[config.mk]
export PLATFORM = sky130hd
export DESIGN_NAME = rs
export DESIGN_NICKNAME = d
export VERILOG_FILES = /design/src/rtl/rs_pkg.sv /design/src/rtl/rs_entry.sv /design/src/rtl/rs.sv
export SDC_FILE = /design/constraint.sdc
export NUM_CORES = 2
export LEC_CHECK = 0
export BUFFER_PORTS_ARGS = -buffer_cell sky130_fd_sc_hd__buf_4
export CAP_MARGIN = 15
export CORE_MARGIN = 2
export CORE_UTILIZATION = 35
export CTS_CLUSTER_SIZE = 16
export DETAILED_ROUTE_END_ITERATION = 16
export PLACE_DENSITY_LB_ADDON = 0.3
export SYNTH_ARGS = -nofsm -noshare
export SYNTH_HDL_FRONTEND = slang
export SYNTH_HIERARCHICAL = 1
export SYNTH_SLANG_ARGS = --single-unit
[constraint.sdc]
create_clock -name clk -period 3.5 [get_ports clk]
set_input_delay 0.175 -clock clk [delete_from_list [all_inputs] [get_ports clk]]
set_output_delay 0.175 -clock clk [all_outputs]
set_load 0.01 [all_outputs]
[src/rtl/rs_pkg.sv]
// Shared reservation-station / FU definitions.
// Holds the PRF/ROB/FU-select widths, the FU select encoding, the zero
// register tag, the RS entry payload struct and the dispatch ready helper.
package rs_pkg;

    localparam int unsigned PRF_IDX_W = 6;
    localparam int unsigned ROB_IDX_W = 5;
    localparam int unsigned FU_SEL_W  = 3;

    localparam logic [PRF_IDX_W-1:0] ZERO_REG = PRF_IDX_W'(0);

    typedef enum logic [FU_SEL_W-1:0] {
        FU_SEL_NONE  = 3'd0,
        FU_SEL_ALU   = 3'd1,
        FU_SEL_LOAD  = 3'd2,
        FU_SEL_STORE = 3'd3,
        FU_SEL_MULT  = 3'd4,
        FU_SEL_BR    = 3'd5
    } fu_sel_e;

    typedef struct packed {
        logic [PRF_IDX_W-1:0] opa_tag;
        logic [PRF_IDX_W-1:0] opb_tag;
        logic                 opa_rdy;
        logic                 opb_rdy;
        logic [PRF_IDX_W-1:0] dest_tag;
        logic [31:0]          ir;
        fu_sel_e              sel;
        logic [ROB_IDX_W-1:0] rob_idx;
        logic [63:0]          npc;
    } rs_entry_t;

    // Operand readiness as captured at dispatch: already ready, the zero
    // register, or produced by the CDB broadcast in the same cycle.
    function automatic logic op_ready(input logic [PRF_IDX_W-1:0] tag,
                                      input logic                 rdy,
                                      input logic                 cdb_vld,
                                      input logic [PRF_IDX_W-1:0] cdb_tag);
        return rdy || (tag == ZERO_REG) || (cdb_vld && (tag == cdb_tag));
    endfunction

endpackage

[src/rtl/rs_entry.sv]
// Single reservation-station entry: storage, CDB wakeup and eligibility.
// Ports:
//   clk, rst       clock, synchronous active-high reset
//   clr            squash (branch recovery)
//   load, pkt      allocate this entry with the dispatch packet
//   issue          entry selected this cycle; free it
//   alu_block      ALU/LOAD/STORE may not issue this cycle
//   cdb_vld/tag    CDB broadcast for wakeup
//   valid, data    registered entry state
//   eligible_c     combinational: entry may be selected this cycle
module rs_entry
    import rs_pkg::*;
(
    input  logic                 clk,
    input  logic                 rst,
    input  logic                 clr,
    input  logic                 load,
    input  rs_entry_t            pkt,
    input  logic                 issue,
    input  logic                 alu_block,
    input  logic                 cdb_vld,
    input  logic [PRF_IDX_W-1:0] cdb_tag,
    output logic                 valid,
    output rs_entry_t            data,
    output logic                 eligible_c
);

    // Entry state; load and issue never coincide (load targets an invalid entry).
    always_ff @(posedge clk) begin
        if (rst) begin
            valid <= 1'b0;
            data  <= '0;
        end else if (clr || issue) begin
            valid <= 1'b0;
        end else if (load) begin
            valid <= 1'b1;
            data  <= pkt;
        end else if (valid && cdb_vld) begin
            if (data.opa_tag == cdb_tag) data.opa_rdy <= 1'b1;
            if (data.opb_tag == cdb_tag) data.opb_rdy <= 1'b1;
        end
    end

    // Eligibility; integer-pipe ops yield the slot a multiply will complete in.
    always_comb begin
        eligible_c = valid && data.opa_rdy && data.opb_rdy && (data.sel != FU_SEL_NONE);
        if (alu_block && (data.sel inside {FU_SEL_ALU, FU_SEL_LOAD, FU_SEL_STORE}))
            eligible_c = 1'b0;
    end

endmodule

[src/rtl/rs.sv]
// Reservation station: allocates dispatched ops into the lowest free entry,
// wakes operands from the CDB, and issues one eligible op per cycle (lowest
// index first) into a registered packet for PRF read / fu_main.
// Ports:
//   clk, rst            clock, synchronous active-high reset
//   id2rs_*_i           dispatch packet
//   cdb_vld_i/cdb_tag_i registered FU broadcast
//   br_recovery_i       squash all entries
//   rs_full_o           combinational: no free entry
//   rs2fu_*_o           registered issue packet
module rs
    import rs_pkg::*;
#(
    parameter int unsigned RS_NUM   = 8,
    parameter int unsigned MULT_LAT = 4
) (
    input  logic                 clk,
    input  logic                 rst,
    input  logic                 id2rs_vld_i,
    input  logic [PRF_IDX_W-1:0] id2rs_opa_tag_i,
    input  logic [PRF_IDX_W-1:0] id2rs_opb_tag_i,
    input  logic                 id2rs_opa_rdy_i,
    input  logic                 id2rs_opb_rdy_i,
    input  logic [PRF_IDX_W-1:0] id2rs_dest_tag_i,
    input  logic [31:0]          id2rs_IR_i,
    input  logic [FU_SEL_W-1:0]  id2rs_sel_i,
    input  logic [ROB_IDX_W-1:0] id2rs_rob_idx_i,
    input  logic [63:0]          id2rs_NPC_i,
    input  logic                 cdb_vld_i,
    input  logic [PRF_IDX_W-1:0] cdb_tag_i,
    input  logic                 br_recovery_i,
    output logic                 rs_full_o,
    output logic                 rs2fu_vld_o,
    output logic [PRF_IDX_W-1:0] rs2fu_opa_tag_o,
    output logic [PRF_IDX_W-1:0] rs2fu_opb_tag_o,
    output logic [PRF_IDX_W-1:0] rs2fu_dest_tag_o,
    output logic [31:0]          rs2fu_IR_o,
    output logic [FU_SEL_W-1:0]  rs2fu_sel_o,
    output logic [ROB_IDX_W-1:0] rs2fu_rob_idx_o,
    output logic [63:0]          rs2fu_NPC_o
);

    localparam int unsigned IDX_W = (RS_NUM > 1) ? $clog2(RS_NUM) : 1;

    logic [RS_NUM-1:0] valid;
    logic [RS_NUM-1:0] eligible;
    logic [RS_NUM-1:0] load;
    logic [RS_NUM-1:0] issue;
    rs_entry_t         entry_q [RS_NUM];
    rs_entry_t         disp_pkt;
    rs_entry_t         sel_pkt;

    logic              free_found;
    logic [IDX_W-1:0]  free_idx;
    logic              sel_found;
    logic [IDX_W-1:0]  sel_idx;
    logic              alloc;
    logic              sel_go;
    logic              mult_sel;
    logic              alu_block;

    // Bit k set: a multiply was selected k+1 cycles ago.
    logic [MULT_LAT-1:0] mult_sr;

    assign rs_full_o = &valid;

    // Dispatch packet with ready bits merged from zero reg and same-cycle CDB.
    always_comb begin
        disp_pkt          = '0;
        disp_pkt.opa_tag  = id2rs_opa_tag_i;
        disp_pkt.opb_tag  = id2rs_opb_tag_i;
        disp_pkt.opa_rdy  = op_ready(id2rs_opa_tag_i, id2rs_opa_rdy_i, cdb_vld_i, cdb_tag_i);
        disp_pkt.opb_rdy  = op_ready(id2rs_opb_tag_i, id2rs_opb_rdy_i, cdb_vld_i, cdb_tag_i);
        disp_pkt.dest_tag = id2rs_dest_tag_i;
        disp_pkt.ir       = id2rs_IR_i;
        disp_pkt.sel      = fu_sel_e'(id2rs_sel_i);
        disp_pkt.rob_idx  = id2rs_rob_idx_i;
        disp_pkt.npc      = id2rs_NPC_i;
    end

    // Lowest-index free entry.
    always_comb begin
        free_found = 1'b0;
        free_idx   = '0;
        for (int unsigned i = 0; i < RS_NUM; i++) begin
            if (!valid[i] && !free_found) begin
                free_found = 1'b1;
                free_idx   = IDX_W'(i);
            end
        end
    end

    // Lowest-index eligible entry.
    always_comb begin
        sel_found = 1'b0;
        sel_idx   = '0;
        for (int unsigned i = 0; i < RS_NUM; i++) begin
            if (eligible[i] && !sel_found) begin
                sel_found = 1'b1;
                sel_idx   = IDX_W'(i);
            end
        end
    end

    assign alloc     = id2rs_vld_i && free_found && !br_recovery_i;
    assign sel_go    = sel_found && !br_recovery_i;
    assign sel_pkt   = entry_q[sel_idx];
    assign mult_sel  = sel_go && (sel_pkt.sel == FU_SEL_MULT);
    // The multiply selected MULT_LAT-1 cycles ago finishes with an ALU op picked now.
    assign alu_block = mult_sr[MULT_LAT-2];

    for (genvar i = 0; i < RS_NUM; i++) begin : g_entry
        assign load[i]  = alloc  && (free_idx == IDX_W'(i));
        assign issue[i] = sel_go && (sel_idx  == IDX_W'(i));

        rs_entry u_entry (
            .clk        (clk),
            .rst        (rst),
            .clr        (br_recovery_i),
            .load       (load[i]),
            .pkt        (disp_pkt),
            .issue      (issue[i]),
            .alu_block  (alu_block),
            .cdb_vld    (cdb_vld_i),
            .cdb_tag    (cdb_tag_i),
            .valid      (valid[i]),
            .data       (entry_q[i]),
            .eligible_c (eligible[i])
        );
    end

    // Multiply history keeps shifting through branch recovery.
    always_ff @(posedge clk) begin
        if (rst) mult_sr <= '0;
        else     mult_sr <= (mult_sr << 1) | MULT_LAT'(mult_sel);
    end

    // Registered issue packet.
    always_ff @(posedge clk) begin
        if (rst) begin
            rs2fu_vld_o      <= 1'b0;
            rs2fu_opa_tag_o  <= ZERO_REG;
            rs2fu_opb_tag_o  <= ZERO_REG;
            rs2fu_dest_tag_o <= ZERO_REG;
            rs2fu_IR_o       <= '0;
            rs2fu_sel_o      <= FU_SEL_NONE;
            rs2fu_rob_idx_o  <= '0;
            rs2fu_NPC_o      <= '0;
        end else if (sel_go) begin
            rs2fu_vld_o      <= 1'b1;
            rs2fu_opa_tag_o  <= sel_pkt.opa_tag;
            rs2fu_opb_tag_o  <= sel_pkt.opb_tag;
            rs2fu_dest_tag_o <= sel_pkt.dest_tag;
            rs2fu_IR_o       <= sel_pkt.ir;
            rs2fu_sel_o      <= sel_pkt.sel;
            rs2fu_rob_idx_o  <= sel_pkt.rob_idx;
            rs2fu_NPC_o      <= sel_pkt.npc;
        end else begin
            rs2fu_vld_o      <= 1'b0;
            rs2fu_sel_o      <= FU_SEL_NONE;
        end
    end

endmodule

# Yosys cells after proc, flatten, opt, wreduce, memory -nomap -nowiden
# Cells that the tools add are included.
[classes]
reduce_logical = 187
n_mux = 74
bitwise = 11
order_cmp = 1
n_eq_ne = 57
[op_table]
columns = ["cell", "n"]
rows = [
  ["binary-select mux 124 bit (select 3 bit)", 1],
  ["2-to-1 mux 124 bit", 2],
  ["equality test 6 bit", 18],
  ["logical AND 1 bit", 76],
  ["equality test 3 x 2 -> 1 bit (second input constant)", 20],
  ["AND reduction 3 bit", 16],
  ["nonzero test 2 bit", 24],
  ["nonzero test 3 bit", 16],
  ["2-to-1 mux 1 bit", 43],
  ["2-to-1 mux 3 bit", 12],
  ["2-to-1 mux 2 bit", 16],
  ["equality test 3 x 1 -> 1 bit (second input constant)", 10],
  ["equality test 3 bit (second input constant)", 9],
  ["logical NOT 1 bit", 21],
  ["OR reduction 2 bit", 9],
  ["AND reduction 2 bit", 8],
  ["logical NOT 6 bit", 2],
  ["logical OR 1 bit", 12],
  ["inverter 1 bit", 9],
  ["AND reduction 8 bit", 1],
  ["logical NOT 3 bit", 2],
  ["greater-or-equal comparator 4 bit (second input constant)", 1],
  ["inverter 3 -> 4 bit", 1],
  ["OR 3 x 1 -> 3 bit", 1],
]
[word_totals]
reg_bits = 1126
elab_cells = 419

# Depth between registers and ports, before layout
[logic_depth]
word_depth = 33
ltp_mapped = 17
mapped_depth_nobuf = 10

# Hierarchy
# Netlist, hierarchy kept.
[by_module_without_submodules]
columns = ["mod", "seq_area_each_um2", "cells_each", "instances", "area_per_inst_um2"]
rows = [
  ["rs_entry", 2502.4, 565, 8, 4499.3],
  ["rs", 2522.4, 1212, 1, 10588.9],
]

# Least setup slack after synthesis
# OpenSTA, ideal clock, no wires.
[synth_timing]
path_kind = "register to register"
start = "register mult_sr[2]"
end = "register g_entry[4].u_entry/data[110] (netlist bit)"
path_stages_with_launch = 15
setup_slack_ns = 0.503
synth_period_minus_slack_ns = 2.997
t_arrival_ns = 2.876
setup_time_ns = 0.121
n_path_buf = 5
path_cell_list = "dfxtp_1 -> nor2_1 -> o2111a_1 -> buf_2 -> nor3_1 -> o22a_1 -> clkbuf_2 -> buf_2 -> clkbuf_1 -> nor2b_1 -> nor2_1 -> and2_1 -> buf_4 -> a41oi_1 -> mux2_4"
[synth_lines]
columns = ["element", "line", "rtl"]
rows = [
  ["start, declared", "rs.sv:63", "logic [MULT_LAT-1:0] mult_sr;"],
  ["start signal, assigned", "rs.sv:135", "else mult_sr <= (mult_sr << 1) | MULT_LAT'(mult_sel);"],
  ["logical AND 1 bit (*)", "rs_entry.sv:47", "if (alu_block && (data.sel inside {FU_SEL_ALU, FU_SEL_LOAD, FU_SEL_STORE}))"],
  ["2-to-1 mux 1 bit (*)", "rs_entry.sv:47", ""],
  ["named net eligible[2]", "rs.sv:46", "logic [RS_NUM-1:0] eligible;"],
  ["logical AND 1 bit (*)", "rs.sv:98", "if (eligible[i] && !sel_found) begin"],
  ["2-to-1 mux 1 bit", "rs.sv:98", ""],
  ["logical NOT 1 bit", "rs.sv:98", ""],
  ["logical AND 1 bit", "rs.sv:98", ""],
  ["2-to-1 mux 1 bit", "rs.sv:98", ""],
  ["(+10 left out)", "n/a", ""],
  ["logical AND 1 bit", "rs.sv:98", ""],
  ["2-to-1 mux 3 bit or 2-to-1 mux 1 bit (tied branches)", "rs.sv:98", ""],
  ["equality test 3 bit or logical AND 1 bit (tied branches)", "rs.sv:114, rs.sv:106", ""],
  ["logical AND 1 bit (*)", "rs.sv:114", "assign issue[i] = sel_go && (sel_idx == IDX_W'(i));"],
  ["named net issue[4]", "rs.sv:48", "logic [RS_NUM-1:0] issue;"],
  ["logical OR 1 bit (*)", "rs_entry.sv:33", "end else if (clr || issue) begin"],
  ["inverter 1 bit (no line) (*)", "n/a", ""],
  ["AND reduction 3 bit (no line) (*)", "n/a", ""],
  ["end signal, assigned", "rs_entry.sv:37", "data <= pkt;"],
  ["end, declared", "rs_entry.sv:24", "output rs_entry_t data,"],
]
# The timed path passes the listed nets; every way through them passes the cells marked *.
# A chain may end at the register's enable or synchronous reset.

# Worst setup path after layout
[layout_timing]
start = "register g_entry[1].u_entry/data[69] (netlist bit)"
end = "register g_entry[5].u_entry/data[110] (netlist bit)"
[layout_via]
elab_chain_cells = 29
[layout_lines]
columns = ["element", "line"]
rows = [
  ["start, declared", "rs_entry.sv:24"],
  ["start signal, assigned", "rs_entry.sv:37"],
  ["equality test 3 x 1 -> 1 bit or equality test 3 x 2 -> 1 bit (tied branches)", "rs_entry.sv:47"],
  ["nonzero test 3 bit", "rs_entry.sv:47"],
  ["logical AND 1 bit", "rs_entry.sv:47"],
  ["2-to-1 mux 1 bit (*)", "rs_entry.sv:47"],
  ["named net eligible[1]", "rs.sv:46"],
  ["logical AND 1 bit (*)", "rs.sv:98"],
  ["2-to-1 mux 1 bit", "rs.sv:98"],
  ["logical NOT 1 bit", "rs.sv:98"],
  ["(+14 left out)", "n/a"],
  ["logical NOT 1 bit", "rs.sv:98"],
  ["logical AND 1 bit", "rs.sv:98"],
  ["2-to-1 mux 3 bit or 2-to-1 mux 1 bit (tied branches)", "rs.sv:98"],
  ["equality test 3 bit or logical AND 1 bit (tied branches)", "rs.sv:114, rs.sv:106"],
  ["logical AND 1 bit (*)", "rs.sv:114"],
  ["logical OR 1 bit (*)", "rs_entry.sv:33"],
  ["inverter 1 bit (no line) (*)", "n/a"],
  ["AND reduction 3 bit (no line) (*)", "n/a"],
  ["end signal, assigned", "rs_entry.sv:37"],
  ["end, declared", "rs_entry.sv:24"],
]
# Marked as above.

==> summary.md <==
| Metric | Value |
|---|---|
| Outcome | `complete, no violations` |
| CP Class | `register to register` |
| Final core area utilization | `0.420` |
| Pin count of the biggest net entering global routing | `162` |
| Final hold slack | `0.141 ns` |
| Synthesized flop and latch total | `1126` |
| Post-Syn Nets | `5867` |
| DP Wirelength | `95500 um` |
| Core region area | `0.132 mm^2` |
| First-pass GRT wire length | `258000 um` |
| Final setup fails | `0` |
| Clock power share | `0.487` |
| Fin crit share | `0.901` |
| Syn. warnings | `6` |
| Top_reg_cell synth | `dfxtp_1` |
| Synth area leaders | `dfxtp_1, nand2_1, a21oi_1` |
| Antenna Violating Nets Remaining | `0` |
| Sequential power share | `0.474` |
| Mapped Cells | `5732` |
| Area grow syn2layout | `18.9%` |
| Sw Ratio | `0.227` |
| Clk_lat worst skew | `0.78 ns` |
| Register-to-Register Setup Slack | `0.35 ns` |
| CP cell instances | `nor2_1, nor2_1, o2111a_1, inv_1, a221o_4, a211oi_4, buf_12, nor3_1, a41oi_1, mux2_4` |
| Crit. End Element | `register` |
| Max Transition Viols Final | `0` |
| EDFF count, synth | `0` |
| CP Data Required Time | `4.17 ns` |
| Max-cap violations | `0` |
| DRC viols | `0` |
| Clk sink count | `1126` |
| Routed WL per cell | `22.3 um` |
| RR Endpoint | `g_entry[5].u_entry/data[110]$_SDFFE_PP0P_` |
| CP arrival | `3.82 ns` |
| Post-layout total power | `27.2 mW` |
| Power density cells | `492 mW/mm^2` |
| Grt ovf | `0` |
| Clock Tree Buf Depth | `3` |
| Vias | `42800` |
| Share of layout cells above drive strength 1 | `0.127` |
| Setup ws final | `0.347 ns` |
| Worst Tran Pin Value | `0.877 ns` |
| First-pass DRT Iterations | `9` |
| Root buffer cell | `clkbuf_16` |
| P_sw | `6.19 mW` |
| Area of the mapped netlist | `0.0466 mm^2` |
| Seq/Total Area, Yosys | `0.484` |
| Multi-input gate area | `0.0216 mm^2` |
| IO Count | `259` |
| Routability-driven placement congestion ratio | `0.862` |
| Fillers | `13200` |
| Final wirelength | `172000 um` |
| Die footprint | `0.136 mm^2` |
| CTS tree | `done` |
| Final hold vios | `0` |
| Setup_tns | `0 ns` |
| Tot GR Track Use | `0.244` |
| Post-CTS setup buffers | `0` |
| Number of core rows | `133` |
| Peak Freq | `317 MHz` |
| Count of buffers from port buffering | `258` |
| H-Tree Depth | `3` |
| Peak VDD IR | `0.456 mV` |
| Die X | `369 um` |
| Worst clock skew | `0.0526 ns` |
| Initial antenna violation count | `14` |
| Count of cells resized by post-cts repair | `0` |
| Slowest Stage Delay on Critical Path | `0.49 ns` |
| CP max stage cell | `a221o_4` |
| Startpoint types | `register` |
| Hold Crit Depth | `6` |
| Syn_area_per_cell | `8.13 um^2` |
| Starting density of the core | `0.353` |
| Crit path max fanout | `54` |
| Synth cell types | `64` |
| HP Class | `input port to register` |
| Cell mode on critical path | `nor2_1` |
| Vias in the first global route | `40800` |
| Cell Int Power | `21.0 mW` |
| Final net count | `5994` |
| Seq. cell area | `0.0225 mm^2` |
| Critical hold path startpoint | `cdb_vld_i` |
| Yosys top cell by area | `dfxtp_1` |
| Initial DRC count | `4902` |
| Synth top area share | `0.484` |
| Pre-CTS WS | `0.389 ns` |
| Clock transition at the registers of the reported paths | `0.06 ns` |
| FF-to-FF path depth | `10` |
| Num CTS Buffers | `120` |
| Hold path endpoint | `g_entry[2].u_entry/data[111]$_SDFFE_PP0P_` |
| RSZ-0062 raised after global routing | `no` |
| Leakage | `18.7 nW` |
| Fin crit period | `3.15 ns` |
| Die height | `369 um` |
| Vias per cell | `5.55` |
| Slew margin rel. | `0.415` |
| Worst flop-to-flop path startpoint | `g_entry[1].u_entry/data[69]$_SDFFE_PP0P_` |
| Comb power frac | `0.039` |
| Synth async-reset ratio | `0` |
==> area by class of cell <==
type                    count  area share
diodes                      2   0.0000904
repair buffers            497      0.0881
inverters                  14    0.000949
clock buffers             183      0.0645
flip-flops and latches   1126       0.407
multi-input cells        4100       0.390
well taps                1755      0.0397
clock inverters            36      0.0100
==> logic make-up after synthesis <==
| logic type | Yosys count | share of synthesized area |
|---|---|---|
| and+or+nand+nor | 2255 | 0.192 |
| AOI/OAI and AO/OA | 1662 | 0.225 |
| DFF | 1126 | 0.484 |
| buffers and inverters | 506 | 0.0571 |
| xor gates and xnor gates | 107 | 0.0201 |
| muxes | 76 | 0.0214 |
==> cell usage after synthesis (all sizes together), types with 12 or more instances <==
library cell     n
nand2         1990
dfxtp         1126
a21oi         1050
buf            284
clkbuf         208
a221oi         153
a222oi         119
o22ai          119
xor2            84
nor3            77
mux2            75
a21boi          68
a22o            66
nor2            63
or2             57
xnor2           23
a31oi           22
nor4            19
nor2b           16
and2            14
inv             14
o21ai           12
==> repair_timing <==
item | CTS | global route
hold buffers | 125 | 0
hold endpoints to repair | 995 | 0
setup endpoints to repair | 0 | 0
==> power groups by stage <==
stage	Combinational, mW	Sequential [mW]	Clock, mW
final	1.06	12.9	13.3
after global routing	1.12	12.9	14.0
after CTS	1.04	12.9	13.5
after detailed placement	0.912	13.2	0
after global placement	0.909	13.2	0
after floorplan	0.417	13.2	0
==> registers in the layout (all words and copies together) (netlist names) <==
register	count
g_entry.u_entry/data	992
rs2fu_IR_o	32
rs2fu_opb_tag_o	6
rs2fu_rob_idx_o	5
rs2fu_sel_o	3
rs2fu_NPC_o	64
mult_sr	3
g_entry.u_entry/valid	8
rs2fu_vld_o	1
rs2fu_dest_tag_o	6
rs2fu_opa_tag_o	6
==> metal layers <==
metal	routed length (um)	up-vias	global-route usage
met5	88	-	0
met4	4870	16	0.0792
met3	14200	320	0.0428
met2	80300	1856	0.399
met1	72600	20600	0.323
li1	-	20000	-
==> metrics by stage <==
stage,cell area (um^2),std cells
6_report,55400,7713
3_3_place_gp,50000,7367
4_1_cts,55400,7711
2_1_floorplan,46600,5732
3_5_place_dp,50000,7367
5_1_grt,55400,7713
==> placed cells by master, fill, tap and decap left out, types with 10 or more instances in the layout <==
cell type      count
a221oi_2          30
dlygate4sd3_1    125
nor4_1            10
a31oi_1           22
or2_2             45
bufinv_16         11
xor2_1            84
or2_1             11
inv_1             13
a222oi_1         119
a21boi_0          53
xnor2_1           23
clkbuf_16        121
a221oi_1         123
a21boi_1          15
nor2b_1           14
nor3_1            77
nor2_1            62
nand2_1         1982
dfxtp_1         1126
clkbuf_1          31
buf_12            66
o22ai_1          119
clkinv_2          16
a21oi_1         1049
o21ai_0           11
buf_4            305
clkbuf_8          31
a22o_1            66
mux2_4            38
mux2_2            37
==> critical path: cells and delay by family, from the launching register on <==
kind,cells,cell delay (ns)
simple gates,3,0.36
mux,1,0.32
compound gates,4,1.41
flops,1,0.35
buf+inv,2,0.59
==> worst max-delay path by stage <==
stage	endpoint	slack, ns	cells past startpoint	from
6_report	g_entry[5].u_entry/data[110]$_SDFFE_PP0P_	0.35	10	g_entry[1].u_entry/data[69]$_SDFFE_PP0P_
4_1_cts	g_entry[5].u_entry/data[110]$_SDFFE_PP0P_	0.39	9	mult_sr[2]$_SDFF_PP0_
3_3_place_gp	g_entry[5].u_entry/data[110]$_SDFFE_PP0P_	0.46	9	mult_sr[2]$_SDFF_PP0_
5_1_grt	g_entry[4].u_entry/data[83]$_SDFFE_PP0P_	0.17	10	mult_sr[2]$_SDFF_PP0_
2_1_floorplan	g_entry[4].u_entry/data[110]$_SDFFE_PP0P_	0.50	14	mult_sr[2]$_SDFF_PP0_
3_5_place_dp	g_entry[5].u_entry/data[110]$_SDFFE_PP0P_	0.39	10	g_entry[3].u_entry/data[70]$_SDFFE_PP0P_
Power figures use the tool's default switching activity.
